`src/rtl/cdr_frame_sync.sv`:
```
// cdr_frame_sync: hunts for SYNC_WORD in the recovered bit stream, emits PAYLOAD_LEN-byte
// frames MSB-first, and verifies the sync byte after each frame with a MAX_MISS flywheel.
module cdr_frame_sync #(
  parameter logic [7:0]  SYNC_WORD   = 8'hA7,
  parameter int unsigned PAYLOAD_LEN = 4,
  parameter int unsigned MAX_MISS    = 2
) (
  input  logic       clk_x8,
  input  logic       rst_n,
  input  logic       d_in,
  input  logic       d_in_valid,
  output logic [7:0] byte_out,
  output logic       byte_valid,
  output logic       frame_start,
  output logic       locked,
  output logic       sync_err
);
  typedef enum logic [1:0] {HUNT, PAYLOAD, CHECK} state_t;
  state_t     state_q;
  logic [7:0] sr_q, sr_d, byte_cnt_q;
  logic [3:0] fill_q, fill_d, miss_q, miss_d;
  logic [2:0] bit_q;
  logic       sync_hit, last_byte;
  assign sr_d      = {sr_q[6:0], d_in};
  assign fill_d    = (fill_q == 4'd8) ? fill_q : fill_q + 4'd1;
  assign miss_d    = miss_q + 4'd1;
  assign sync_hit  = sr_d == SYNC_WORD;
  assign last_byte = byte_cnt_q == 8'(PAYLOAD_LEN - 1);
  always_ff @(posedge clk_x8 or negedge rst_n) begin
    if (!rst_n) begin
      state_q     <= HUNT;
      sr_q        <= 8'd0;
      byte_cnt_q  <= 8'd0;
      fill_q      <= 4'd0;
      miss_q      <= 4'd0;
      bit_q       <= 3'd0;
      byte_out    <= 8'd0;
      byte_valid  <= 1'b0;
      frame_start <= 1'b0;
      locked      <= 1'b0;
      sync_err    <= 1'b0;
    end else begin
      byte_valid  <= 1'b0;
      frame_start <= 1'b0;
      sync_err    <= 1'b0;
      if (d_in_valid) begin
        sr_q <= sr_d;
        case (state_q)
          HUNT: begin
            fill_q <= fill_d;
            // a match only counts once eight fresh bits have entered since entering HUNT
            if (sync_hit && fill_d == 4'd8) begin
              state_q    <= PAYLOAD;
              bit_q      <= 3'd0;
              byte_cnt_q <= 8'd0;
            end
          end
          PAYLOAD: begin
            bit_q <= bit_q + 3'd1;
            if (bit_q == 3'd7) begin
              byte_out    <= sr_d;
              byte_valid  <= 1'b1;
              frame_start <= byte_cnt_q == 8'd0;
              byte_cnt_q  <= last_byte ? 8'd0 : byte_cnt_q + 8'd1;
              state_q     <= last_byte ? CHECK : PAYLOAD;
            end
          end
          CHECK: begin
            bit_q <= bit_q + 3'd1;
            if (bit_q == 3'd7) begin
              if (sync_hit) begin
                miss_q  <= 4'd0;
                locked  <= 1'b1;
                state_q <= PAYLOAD;
              end else if (!locked || miss_d == 4'(MAX_MISS)) begin
                // an unconfirmed first check drops silently; a locked link reports its final miss
                sync_err <= locked;
                locked   <= 1'b0;
                miss_q   <= 4'd0;
                fill_q   <= 4'd0;
                state_q  <= HUNT;
              end else begin
                sync_err <= 1'b1;
                miss_q   <= miss_d;
                state_q  <= PAYLOAD;
              end
            end
          end
          default: state_q <= HUNT;
        endcase
      end
    end
  end
endmodule
```
`config.mk`:
```
export PLATFORM = sky130hd
export DESIGN_NAME = cdr_frame_sync
export DESIGN_NICKNAME = d
export VERILOG_FILES = /design/src/rtl/cdr_frame_sync.sv
export SDC_FILE = /design/constraint.sdc
export NUM_CORES = 1
export LEC_CHECK = 0
export ABC_CLOCK_PERIOD_IN_PS = 2700
export CORE_MARGIN = 2
export CORE_UTILIZATION = 50
export CTS_CLUSTER_DIAMETER = 100
export DETAILED_ROUTE_END_ITERATION = 10
export HOLD_SLACK_MARGIN = 0.12
export PLACE_DENSITY = 0.7
export SETUP_SLACK_MARGIN = 0.3
export SLEW_MARGIN = 30
export SYNTH_ARGS = -nofsm -noshare
export SYNTH_HDL_FRONTEND = slang
export SYNTH_SLANG_ARGS = --single-unit
```
`constraint.sdc`:
```
create_clock -name clk_x8 -period 2.7 [get_ports clk_x8]
set_clock_uncertainty 0.2 [all_clocks]
set_input_delay 0.54 -clock clk_x8 [delete_from_list [all_inputs] [get_ports clk_x8]]
set_output_delay 0.54 -clock clk_x8 [all_outputs]
set_load 0.02 [all_outputs]
```
; Word level (Yosys, flattened, before mapping)
; Cells that the tools add are included.
[word_totals]
ff_bits = 40
input_bits = 4
output_inout_bits = 12
[op_classes]
addsub = 4
eq_ne = 13
n_mux = 33
n_reduce_logical = 17
[ops]
columns = op, count
row1 = $mux 4, 6
row2 = $mux 8, 3
row3 = $pmux 8 s2, 1
row4 = $mux 1, 15
row5 = $reduce_and 4->1, 3
row6 = $ne 2x2->1 const B, 5
row7 = $reduce_and 3->1, 3
row8 = $add 4x1->4 const B, 2
row9 = $add 8x1->8 const B, 1
row10 = $eq 4x4->1 const B, 2
row11 = $eq 8x2->1 const B, 1
row12 = $eq 8x8->1 const B, 1
row13 = $logic_not 8->1, 1
row14 = $mux 2, 4
row15 = $pmux 4 s2, 1
row16 = $reduce_bool 2->1, 4
row17 = $pmux 2 s3, 1
row18 = $pmux 3 s2, 1
row19 = $reduce_and 5->1, 1
row20 = $eq 4x2->1 const B, 1
row21 = $add 3x1->3 const B, 1
row22 = $eq 3x3->1 const B, 1
row23 = $mux 3, 1
row24 = $eq 2x1->1 const B, 1
row25 = other kinds (6), 6

; Longest topological paths before layout
; Gate-level depths: netlist of the first run.
[depth]
ltp_word = 8
ltp_mapped = 9
depth_no_buf = 8

; Worst setup path before layout of the first run
; OpenSTA, ideal clock, no wires.
[synth_timing]
kind = reg-to-reg
from = register byte_cnt_q[2]
to = register byte_cnt_q[7]
t_arrival_ns = 2.000
required_time_ns = 2.378
slack_ns = 0.378
path_stages_with_launch = 8
path_buffers = 1
period_less_slack_ns = 2.322
path_cell_list = dfrtp_1 -> or4_4 -> or4b_4 -> and2_4 -> buf_6 -> o21ai_2 -> nand2_1 -> a32o_1
[synth_via]
elab_chain_cells = 4
[synth_rtl]
columns = element, line
row1 = from (decl), 20  ; logic [7:0] sr_q, sr_d, byte_cnt_q;
row2 = from (signal assigned), 64  ; byte_cnt_q <= last_byte ? 8'd0 : byte_cnt_q + 8'd1;
row3 = $add 8x1->8 or $eq 8x2->1 (tied branches), "64, 28"
row4 = $mux 8 (*), 64
row5 = $mux 8 (*), 60  ; if (bit_q == 3'd7) begin
row6 = $pmux 8 s2 (*), 48  ; case (state_q)
; Mark *: on every way between the ends. The rest lies on a longest branch, timed or not. The select of a mux whose other input is x is not followed.
; A chain may end at the register's enable or synchronous reset.

; Worst setup path after layout of the first run
; Same ends and word-level chain as after synthesis.

==> run metrics, run 1 <==
met1 layer wirelength in the final routing=between 1500 and 2000 um; worst IR drop on VDD=0.481 mV; vias per cell=5.84; Slew headroom=between 60% and 70%; vias in the first global route=about 1.5k; aggregate routed wire length=between 4000 and 5000 um; Arr. time, crit path=2300 ps; Hold Violations, Final=0; Data required, critical path=about 2700 ps; count of standard-cell rows=23; top cell type by total area after synthesis=sky130_fd_sc_hd__dfrtp_1; fraction of final layout cells with drive strength greater than 1=21.3%; maximum fanout count along the critical path=10; flip-flop and latch count after synthesis=40; Die ar.=about 0.0047 sq mm; Clk Latency, worst-skew pair=slightly below 300 ps; clock tree from TritonCTS=yes; final setup vio count=0; share of the yosys chip area belonging to registers=47.6%; sum of met2 wire segment lengths after detailed routing=2080 um; CTS H-Tree Depth=2; GP Congestion=0.887; largest buffer count on any clock path=2; antenna violations before repair=0; ranking of synthesized cells by area=sky130_fd_sc_hd__dfrtp_1 (48%), sky130_fd_sc_hd__mux2_2 (8.6%), sky130_fd_sc_hd__ha_1 (7.1%); Primary FF master, synth=sky130_fd_sc_hd__dfrtp_1; global-route wire length before repair=slightly below 7000 um; fin crit share=between 80% and 90%; area fraction of the dominant cell type after synthesis=47.6%; type of the most critical hold path=reg -> reg; Setup WS post-layout=377 ps; TritonCTS Buffers=5; DIE WIDTH=68.9 um; 1st-iter DRT viols=109; wire length per cell=15.7 um; register clock-pin slew on the reported worst setup and hold paths=70 ps; top-level I/O count=16; crit path to=byte_cnt_q[7]; effective utilization at floorplan=52.2%; static leakage power=1.12 nW; asr flop ratio synth=100%; Synth-to-Final Area Change=16.4%; origin of the worst min-delay path=byte_out[3]; number of vias after detailed routing=1582; net count reported at finish=237; top achievable clock speed=~430 MHz; CP Class=reg -> reg; final routed DRC violation total=0; final-report max-slew violation count=0; antenna fix cells=0; unrepaired setup endpoints after global routing=false; reg2reg path depth=6; total clock sinks=40; number of distinct standard cells referenced by the synthesized netlist=between 40 and 50; Syn Area/Cell=between 10 and 15 sq um; maximum number of pins on one net before global-route repair=41; final worst path period need=around 2300 ps; first element of the critical path=byte_cnt_q[2]; count of flip-flops with a built-in enable after synthesis=0; number of buffer cells added on primary ports=15; Clock Tree Root=sky130_fd_sc_hd__clkbuf_8; nature of the critical path endpoint=register; result of the run=finished clean; antenna-violating nets left=0; Crit Reg-Reg Endpoint=byte_cnt_q[7]; metal3 WL=167 um; half-perimeter wire length after detailed placement=between 2000 and 3000 um; number of warnings issued by yosys=0; worst reg2reg setup slack=between 300 and 400 ps; final total negative setup slack=0 ps; detailed-routing iteration count for the pre-antenna-repair pass=4; actual transition at the worst max-transition pin=about 500 ps; global route total overflow=0; final cell utilization of the core=between 60% and 70%; post-synthesis instance area=0.00210 sq mm; syn nets=213; number of cells produced by synthesis=between 150 and 200; nature of the critical path startpoint=register; setup slack after placement=122 ps; total routing usage reported by global routing=20.0%; FF-to-FF Start=byte_cnt_q[2]; Top Layer Used=met4; DIE HEIGHT=slightly below 70 um; MaxCap Viol Count=0; placeable core area=between 0.004 and 0.005 sq mm; Tot Pwr=1.97 mW; power per standard cell area=804 mW/mm^2
-- cell type report --
class                           instances  area, sq um
Fill cell                             318         1580
Multi-Input combinational cell        141         1060
Sequential cell                        40         1000
Timing Repair Buffer                   22          203
Clock buffer                            6         72.6
Tap cell                               50         62.6
Inverter                               11         41.3
Clock inverter                          1         5.00
-- per-layer routing --
| layer | GRT usage, % | vias to the layer above |
|---|---|---|
| li1 | - | 756 |
| met1 | 25.2 | 783 |
| met2 | 32.9 | 35 |
| met3 | 6.49 | 8 |
| met4 | 5.39 | 0 |
| met5 | 0 | - |
-- power breakdown --
part | total, mW | switching, mW | internal [mW]
Clock | 0.373 | 0.197 | 0.176
Combinational | 0.758 | 0.414 | 0.344
Sequential | 0.837 | 0.117 | 0.720
-- worst min-delay path by stage --
stage / end / slack, ps / cells after the start
after CTS: byte_out[4] / 190 / 1
final: byte_out[3] / 310 / 1
after global placement: byte_out[2] / 290 / 1
after detailed placement: byte_out[3] / 300 / 1
after floorplan: bit_q[0] / 40 / 0
after global routing: byte_out[2] / 320 / 1
-- cell usage after synthesis (all sizes together) (3+ instances only) --
master    n
inv      11
and3      6
a31oi     3
dfrtp    40
mux2     16
a21oi     8
nor3      5
clkbuf    4
nand2b    4
a22o      3
o21ai    15
nand2    20
ha       12
nor2      5
o2bb2ai   3
nand3    11
xor2      3
-- cell usage in the layout (no fill, tap or decap), types with 2 or more instances in the layout --
master                            Yosys  final
sky130_fd_sc_hd__dfrtp_1             40     39
sky130_fd_sc_hd__nand2_1             20     19
sky130_fd_sc_hd__mux2_2              16     16
sky130_fd_sc_hd__o21ai_0             14     14
sky130_fd_sc_hd__clkdlybuf4s50_1      0     14
sky130_fd_sc_hd__ha_1                12     12
sky130_fd_sc_hd__inv_1               11     11
sky130_fd_sc_hd__nand3_1             11     11
sky130_fd_sc_hd__buf_4                0      7
sky130_fd_sc_hd__and3_1               6      6
sky130_fd_sc_hd__nor2_1               5      5
sky130_fd_sc_hd__a21oi_1              6      5
sky130_fd_sc_hd__clkbuf_8             0      5
sky130_fd_sc_hd__nand2b_1             4      4
sky130_fd_sc_hd__a31oi_1              3      3
sky130_fd_sc_hd__a22o_1               3      3
sky130_fd_sc_hd__xor2_1               3      3
sky130_fd_sc_hd__nor3_1               3      3
sky130_fd_sc_hd__o2bb2ai_1            3      3
sky130_fd_sc_hd__a31o_2               2      2
sky130_fd_sc_hd__or2_2                2      2
sky130_fd_sc_hd__nor3_2               2      2
sky130_fd_sc_hd__a211o_1              2      2
sky130_fd_sc_hd__a21oi_2              2      2
sky130_fd_sc_hd__mux2i_1              2      2
-- critical path, stage by stage (launching register included) --
cell and delay [ps]:
sky130_fd_sc_hd__dfrtp_1 410, sky130_fd_sc_hd__or4_4 550, sky130_fd_sc_hd__or4b_4 510, sky130_fd_sc_hd__and2_4 230
sky130_fd_sc_hd__o21ai_2 60, sky130_fd_sc_hd__nand2_1 60, sky130_fd_sc_hd__a32o_1 200
-- metrics by stage --
step                std cells  hold slack [ps]  instance area (sq um)
detailed placement        259              296                   2300
global placement          259              289                   2300
floorplan                 197             44.4                   2100
CTS                       266              187                   2380
global route              271              322                   2450
finish                    271              306                   2450
-- state kept, by name, summed over array words and instances (netlist names) --
signal and count:
byte_cnt_q 8, sr_q 7, miss_q 4, state_q 2, fill_q 4, sync_err 1, bit_q 3, frame_start 1
byte_out 8, locked 1, byte_valid 1
-- kinds of logic after synthesis --
kind of cell             synth area share (%)
AND/OR/NAND/NOR                          17.3
AO/OA/AOI/OAI                            14.0
flip-flops                               47.6
multiplexers                             9.52
buffers and inverters                    3.21
adder cells (fa/ha/maj)                  7.14
XOR/XNOR                                 1.25
-- timing repair --
item | in CTS | in global routing
setup buffers | 0 | 4
endpoints found under the setup margin | 1 | 10
hold endpoints to repair | 0 | 40
hold buffers | 0 | 1
gates resized for setup | 1 | 5
pin swaps | 0 | 1
Note: power is estimated with default switching activity, not from simulation.
==> run 2, diff against run 1 <==
--- a/config.mk
+++ b/config.mk
@@ -8,7 +8,6 @@
 export ABC_CLOCK_PERIOD_IN_PS = 2700
 export CORE_MARGIN = 2
 export CORE_UTILIZATION = 50
-export CTS_CLUSTER_DIAMETER = 100
 export DETAILED_ROUTE_END_ITERATION = 10
 export HOLD_SLACK_MARGIN = 0.12
 export PLACE_DENSITY = 0.7
@@ -17,3 +16,4 @@
 export SYNTH_ARGS = -nofsm -noshare
 export SYNTH_HDL_FRONTEND = slang
 export SYNTH_SLANG_ARGS = --single-unit
+export TNS_END_PERCENT = 30
==> run metrics, run 2 (synthesized netlist as in run 1, its figures left out) <==
register clock-pin slew on the reported worst setup and hold paths=80 ps (was 70 ps); switching power total=0.725 mW (was 0.728 mW); Hold Violations, Final=0 (unchanged); worst IR drop on VDD=0.478 mV (was 0.481 mV); unrepaired setup endpoints after global routing=true (was false); maximum number of pins on one net before global-route repair=41 (unchanged); final setup vio count=0 (unchanged); placeable core area=0.00403 sq mm (unchanged); final routed DRC violation total=0 (unchanged); net count reported at finish=236 (was 237); nature of the critical path startpoint=register (unchanged); static leakage power=1.12 nW (about the same); antenna violations before repair=0 (unchanged); Clk Latency, worst-skew pair=290 ps (about the same); 1st-iter DRT viols=96 (was 109); fin crit share=86.2% (was 86.0%); total internal power=1.24 mW (about the same); total routing usage reported by global routing=20.0% (unchanged); wire length per cell=15.7 um (about the same); depth of the worst hold-timing path=1 (unchanged); vias in the first global route=1506 (unchanged); FF-to-FF Start=fill_q[0] (was byte_cnt_q[2]); sequential cell area=0.00100 sq mm (unchanged); Crit Reg-Reg Endpoint=state_q[1] (was byte_cnt_q[7]); clock network fraction of total power=19.0% (was 18.9%); global-route wire length before repair=6890 um (unchanged); GP Congestion=0.887 (unchanged); CTS H-Tree Depth=2 (unchanged); CP Class=reg -> reg (unchanged); type of the most critical hold path=reg -> reg (unchanged); part of the power in registers=42.7% (was 42.5%); Data required, critical path=2710 ps (was 2670 ps); result of the run=finished clean (unchanged); number of buffer cells added on primary ports=15 (unchanged); power per standard cell area=806 mW/mm^2 (was 804 mW/mm^2); Tot Pwr=1.96 mW (was 1.97 mW); reg2reg path depth=8 (was 6); DIE HEIGHT=68.9 um (unchanged); maximum fanout count along the critical path=8 (was 10); end point of the most critical hold path=byte_out[3] (unchanged); top achievable clock speed=430 MHz (about the same); number of vias after detailed routing=1569 (was 1582); fraction of final layout cells with drive strength greater than 1=20.5% (was 21.3%); final worst path period need=2330 ps (was 2320 ps); switching share of power=36.9% (was 37.0%); minimum hold slack=306 ps (about the same); MaxCap Viol Count=0 (unchanged); Setup WS post-layout=374 ps (was 377 ps); nature of the critical path endpoint=register (unchanged); antenna fix cells=0 (unchanged); actual transition at the worst max-transition pin=504 ps (was 505 ps); most common library cell in the layout ignoring fill and taps=sky130_fd_sc_hd__dfrtp_1 (unchanged); half-perimeter wire length after detailed placement=2940 um (unchanged); final-report max-slew violation count=0 (unchanged); origin of the worst min-delay path=byte_out[3] (unchanged); setup slack after placement=122 ps (unchanged); antenna-violating nets left=0 (unchanged); worst reg2reg setup slack=370 ps (was 380 ps); number of inserted filler cells in the final layout=320 (was 318); total placed instance area=0.00230 sq mm (unchanged); Clock Tree Root=sky130_fd_sc_hd__clkbuf_8 (unchanged); Multi-input gate area=0.00106 sq mm (about the same); global route total overflow=0 (unchanged); largest buffer count on any clock path=2 (unchanged); count of standard-cell rows=23 (unchanged); clock tree from TritonCTS=yes (unchanged); effective utilization at floorplan=52.2% (unchanged); DIE WIDTH=68.9 um (unchanged); final total negative setup slack=0 ps (unchanged); registers with the highest flip-flop counts=byte_cnt_q: 8 flops, byte_out: 8 flops, sr_q: 7 flops (unchanged); vias per cell=5.81 (was 5.84); commonest non-fill, non-tap cells in the layout=sky130_fd_sc_hd__dfrtp_1 (39), sky130_fd_sc_hd__nand2_1 (19), sky130_fd_sc_hd__mux2_2 (16) (unchanged); Arr. time, crit path=2340 ps (was 2300 ps); Die ar.=0.00474 sq mm (unchanged); Synth-to-Final Area Change=15.8% (was 16.4%); post-route standard cell area excluding fillers=0.00244 sq mm (was 0.00245 sq mm); top-level I/O count=16 (unchanged); total clock sinks=40 (unchanged); aggregate routed wire length=4250 um (was 4260 um); detailed-routing iteration count for the pre-antenna-repair pass=4 (unchanged); TritonCTS Buffers=5 (unchanged); Slew headroom=66.4% (about the same); Comb power frac=38.4% (was 38.5%)
[run 2: metal layers]
layer	GRT usage, %	part of all wire, %	wire length (um)
met1	25.2	46	1970
met2	32.9	49	2080
met3	6.49	3.7	158
met4	5.39	0.80	34
met5	0	0	0
[run 2: final cells by class]
| cell class | instances | area share, % |
|---|---|---|
| Clock buffer | 6 | 2.98 |
| Sequential cell | 40 | 41.1 |
| Multi-Input combinational cell | 141 | 43.4 |
| Tap cell | 50 | 2.57 |
| Timing Repair Buffer | 21 | 8.01 |
| Clock inverter | 1 | 0.205 |
| Inverter | 11 | 1.69 |
[run 2: per-stage QoR]
stage | utilization [%] | std cells
after floorplan | - | 197
after global placement | 57.1 | 259
after detailed placement | 57.1 | 259
after CTS | 59.2 | 266
after global routing | 60.5 | 270
final | 60.5 | 270
[run 2: worst max-delay path by stage]
stage,from,end,slack [ps],cells after the start
5_1_grt,fill_q[0],state_q[0],270,8
2_1_floorplan,byte_cnt_q[2],byte_cnt_q[7],380,7
3_3_place_gp,d_in,byte_cnt_q[4],220,6
4_1_cts,byte_cnt_q[2],byte_cnt_q[7],350,6
3_5_place_dp,d_in,byte_cnt_q[7],120,6
6_report,fill_q[0],state_q[1],370,8
[run 2: power groups by stage]
stage               logic [mW]  registers, mW  clock network (mW)
floorplan                0.543          0.840                   0
global placement         0.683          0.830                   0
detailed placement       0.713          0.845                   0
CTS                      0.721          0.833               0.381
global route             0.836          0.853               0.411
finish                   0.753          0.837               0.373
[run 2: worst max-delay path, stage by stage, from the launching register on]
cell and delay [ps]:
sky130_fd_sc_hd__dfrtp_2 460, sky130_fd_sc_hd__inv_1 70, sky130_fd_sc_hd__ha_1 200, sky130_fd_sc_hd__nand3b_1 140, sky130_fd_sc_hd__o21ai_0 240, sky130_fd_sc_hd__o2111ai_2 220
sky130_fd_sc_hd__buf_4 200, sky130_fd_sc_hd__a21oi_1 280, sky130_fd_sc_hd__mux2i_1 230
[run 2: what timing repair did]
action / CTS / global route
hold buffers: 0 / 1
endpoints found under the hold margin: 0 / 40
cloned: 0 / 0
setup endpoints to repair: 1 / 10
buffers inserted: 0 / 3
pin swaps: 0 / 1
resized for setup: 1 / 4
==> run 3, diff against run 2 <==
--- a/config.mk
+++ b/config.mk
@@ -7,10 +7,10 @@
 export LEC_CHECK = 0
 export ABC_CLOCK_PERIOD_IN_PS = 2700
 export CORE_MARGIN = 2
-export CORE_UTILIZATION = 50
+export CORE_UTILIZATION = 25
+export CTS_CLUSTER_DIAMETER = 60
 export DETAILED_ROUTE_END_ITERATION = 10
 export HOLD_SLACK_MARGIN = 0.12
-export PLACE_DENSITY = 0.7
 export SETUP_SLACK_MARGIN = 0.3
 export SLEW_MARGIN = 30
 export SYNTH_ARGS = -nofsm -noshare
==> run metrics, run 3 (synthesized netlist as in run 1, its figures left out) <==
final-report max-slew violation count=0 (unchanged); vias in the first global route=1542 (was 1506); antenna-violating nets left=0 (unchanged); GP Congestion=0.783 (was 0.887); largest buffer count on any clock path=2 (unchanged); part of the power in registers=40.1% (was 42.7%); Hold Violations, Final=0 (unchanged); Multi-input gate area=0.00105 sq mm (was 0.00106 sq mm); TritonCTS Buffers=5 (unchanged); number of buffer cells added on primary ports=15 (unchanged); final worst path period need=2390 ps (was 2330 ps); most common library cell in the layout ignoring fill and taps=sky130_fd_sc_hd__dfrtp_1 (unchanged); nature of the critical path startpoint=register (unchanged); wire length per cell=12.8 um (was 15.7 um); Tot Pwr=2.07 mW (was 1.96 mW); effective utilization at floorplan=25.7% (was 52.2%); Slew headroom=66.1% (was 66.4%); worst IR drop on VDD=0.336 mV (was 0.478 mV); number of vias after detailed routing=1549 (was 1569); commonest non-fill, non-tap cells in the layout=sky130_fd_sc_hd__dfrtp_1 (40), sky130_fd_sc_hd__nand2_1 (19), sky130_fd_sc_hd__mux2_2 (16) (was sky130_fd_sc_hd__dfrtp_1 (39), sky130_fd_sc_hd__nand2_1 (19), sky130_fd_sc_hd__mux2_2 (16)); registers with the highest flip-flop counts=byte_cnt_q: 8 flops, byte_out: 8 flops, sr_q: 7 flops (unchanged); MaxCap Viol Count=0 (unchanged); number of inserted filler cells in the final layout=831 (was 320); fin crit share=88.6% (was 86.2%); Clk Latency, worst-skew pair=300 ps (was 290 ps); vias per cell=4.80 (was 5.81); type of the most critical hold path=reg -> reg (unchanged); nature of the critical path endpoint=register (unchanged); total routing usage reported by global routing=10.2% (was 20.0%); sequential cell area=0.00100 sq mm (about the same); register clock-pin slew on the reported worst setup and hold paths=90 ps (was 80 ps); count of standard-cell rows=33 (was 23); placeable core area=0.00818 sq mm (was 0.00403 sq mm); Setup WS post-layout=307 ps (was 374 ps); CTS H-Tree Depth=2 (unchanged); global-route wire length before repair=7330 um (was 6890 um); unrepaired setup endpoints after global routing=true (unchanged); fraction of final layout cells with drive strength greater than 1=19.3% (was 20.5%); top achievable clock speed=418 MHz (was 430 MHz); number of post-CTS setup repair buffers=0 (unchanged); CP Class=reg -> reg (unchanged); result of the run=finished clean (unchanged); power per standard cell area=823 mW/mm^2 (was 806 mW/mm^2); Die ar.=0.00916 sq mm (was 0.00474 sq mm); clock network fraction of total power=24.0% (was 19.0%); antenna violations before repair=0 (unchanged); final routed DRC violation total=0 (unchanged); actual transition at the worst max-transition pin=509 ps (was 504 ps); net count reported at finish=233 (was 236); Data required, critical path=2670 ps (was 2710 ps); detailed-routing iteration count for the pre-antenna-repair pass=4 (unchanged); clock tree from TritonCTS=yes (unchanged); switching power total=0.742 mW (was 0.725 mW); static leakage power=1.12 nW (about the same); total internal power=1.32 mW (was 1.24 mW); Comb power frac=35.8% (was 38.4%); DIE HEIGHT=95.7 um (was 68.9 um); switching share of power=35.9% (was 36.9%); setup slack after placement=119 ps (was 122 ps); antenna fix cells=0 (unchanged); aggregate routed wire length=4130 um (was 4250 um); maximum fanout count along the critical path=10 (was 8); final total negative setup slack=0 ps (unchanged); top-level I/O count=16 (unchanged); maximum number of pins on one net before global-route repair=41 (unchanged); DIE WIDTH=95.7 um (was 68.9 um); global route total overflow=0 (unchanged); Clock Tree Root=sky130_fd_sc_hd__clkbuf_8 (unchanged); Synth-to-Final Area Change=19.3% (was 15.8%); final setup vio count=0 (unchanged); total clock sinks=40 (unchanged); half-perimeter wire length after detailed placement=2900 um (was 2940 um); Arr. time, crit path=2360 ps (was 2340 ps); cell-by-cell listing of the critical path=or4_4, or4b_4, and2_4, nor3_2, a211o_1, mux2i_1 (was inv_1, ha_1, nand3b_1, o21ai_0, o2111ai_2, buf_4, a21oi_1, mux2i_1); biggest cell delay along the critical path=560 ps (was 460 ps); 1st-iter DRT viols=109 (was 96); master of the slowest instance on the critical path=sky130_fd_sc_hd__or4_4 (was sky130_fd_sc_hd__dfrtp_2)
[run 3: timing repair]
action,CTS,global route
gates resized for setup,1,2
setup endpoints to repair,1,9
hold buffers,0,1
hold endpoints to repair,0,40
pin swaps,0,0
[run 3: metrics by stage]
step	hold slack, ps	area (sq um)	instances	utilization (%)
6_report	306	2510	323	30.7
5_1_grt	341	2510	323	30.7
4_1_cts	209	2490	322	30.4
3_5_place_dp	291	2370	314	29.0
3_3_place_gp	290	2370	314	29.0
2_1_floorplan	44.4	2100	197	-
[run 3: critical path: cells and delay by family, from the launching register on]
family	cells	cell delay, ps
DFF	1	440
muxes	1	70
and+or+nand+nor	4	1410
AOI/OAI and AO/OA	1	140
[run 3: final timing paths]
kind                               start     endpoint  slack, ps  cells past startpoint
max reg2reg                byte_cnt_q[2]   state_q[0]        310                      6
min reg2reg                  byte_out[4]  byte_out[4]        310                      1
min in group asynchronous          rst_n  byte_out[3]        560                      2
min                          byte_out[4]  byte_out[4]        310                      1
max in group asynchronous          rst_n     sync_err       1370                      2
max                        byte_cnt_q[2]   state_q[0]        310                      6
[run 3: cell type report]
| cell class | instances | area share (%) |
|---|---|---|
| clock buffer | 5 | 2.74 |
| clock inverter | 3 | 1.70 |
| timing repair buffer | 18 | 6.88 |
| tap | 105 | 5.24 |
| inverter | 11 | 1.65 |
| multi-input combinational | 141 | 41.9 |
| sequential | 40 | 39.9 |
[run 3: metal layers]
metal  wire length, um  up-vias  global-route usage, %
met5                 0        -                      0
met4                44        0                   3.81
met3               138        4                   2.58
met2              1870       24                   15.0
met1              2080      772                   14.3
li1                  -      749                      -
[run 3: power by group through the flow]
stage | Sequential [mW] | Clock [mW] | Combinational (mW)
CTS | 0.830 | 0.510 | 0.730
global route | 0.855 | 0.542 | 0.834
global placement | 0.837 | 0 | 0.697
floorplan | 0.840 | 0 | 0.543
detailed placement | 0.842 | 0 | 0.723
finish | 0.829 | 0.496 | 0.740
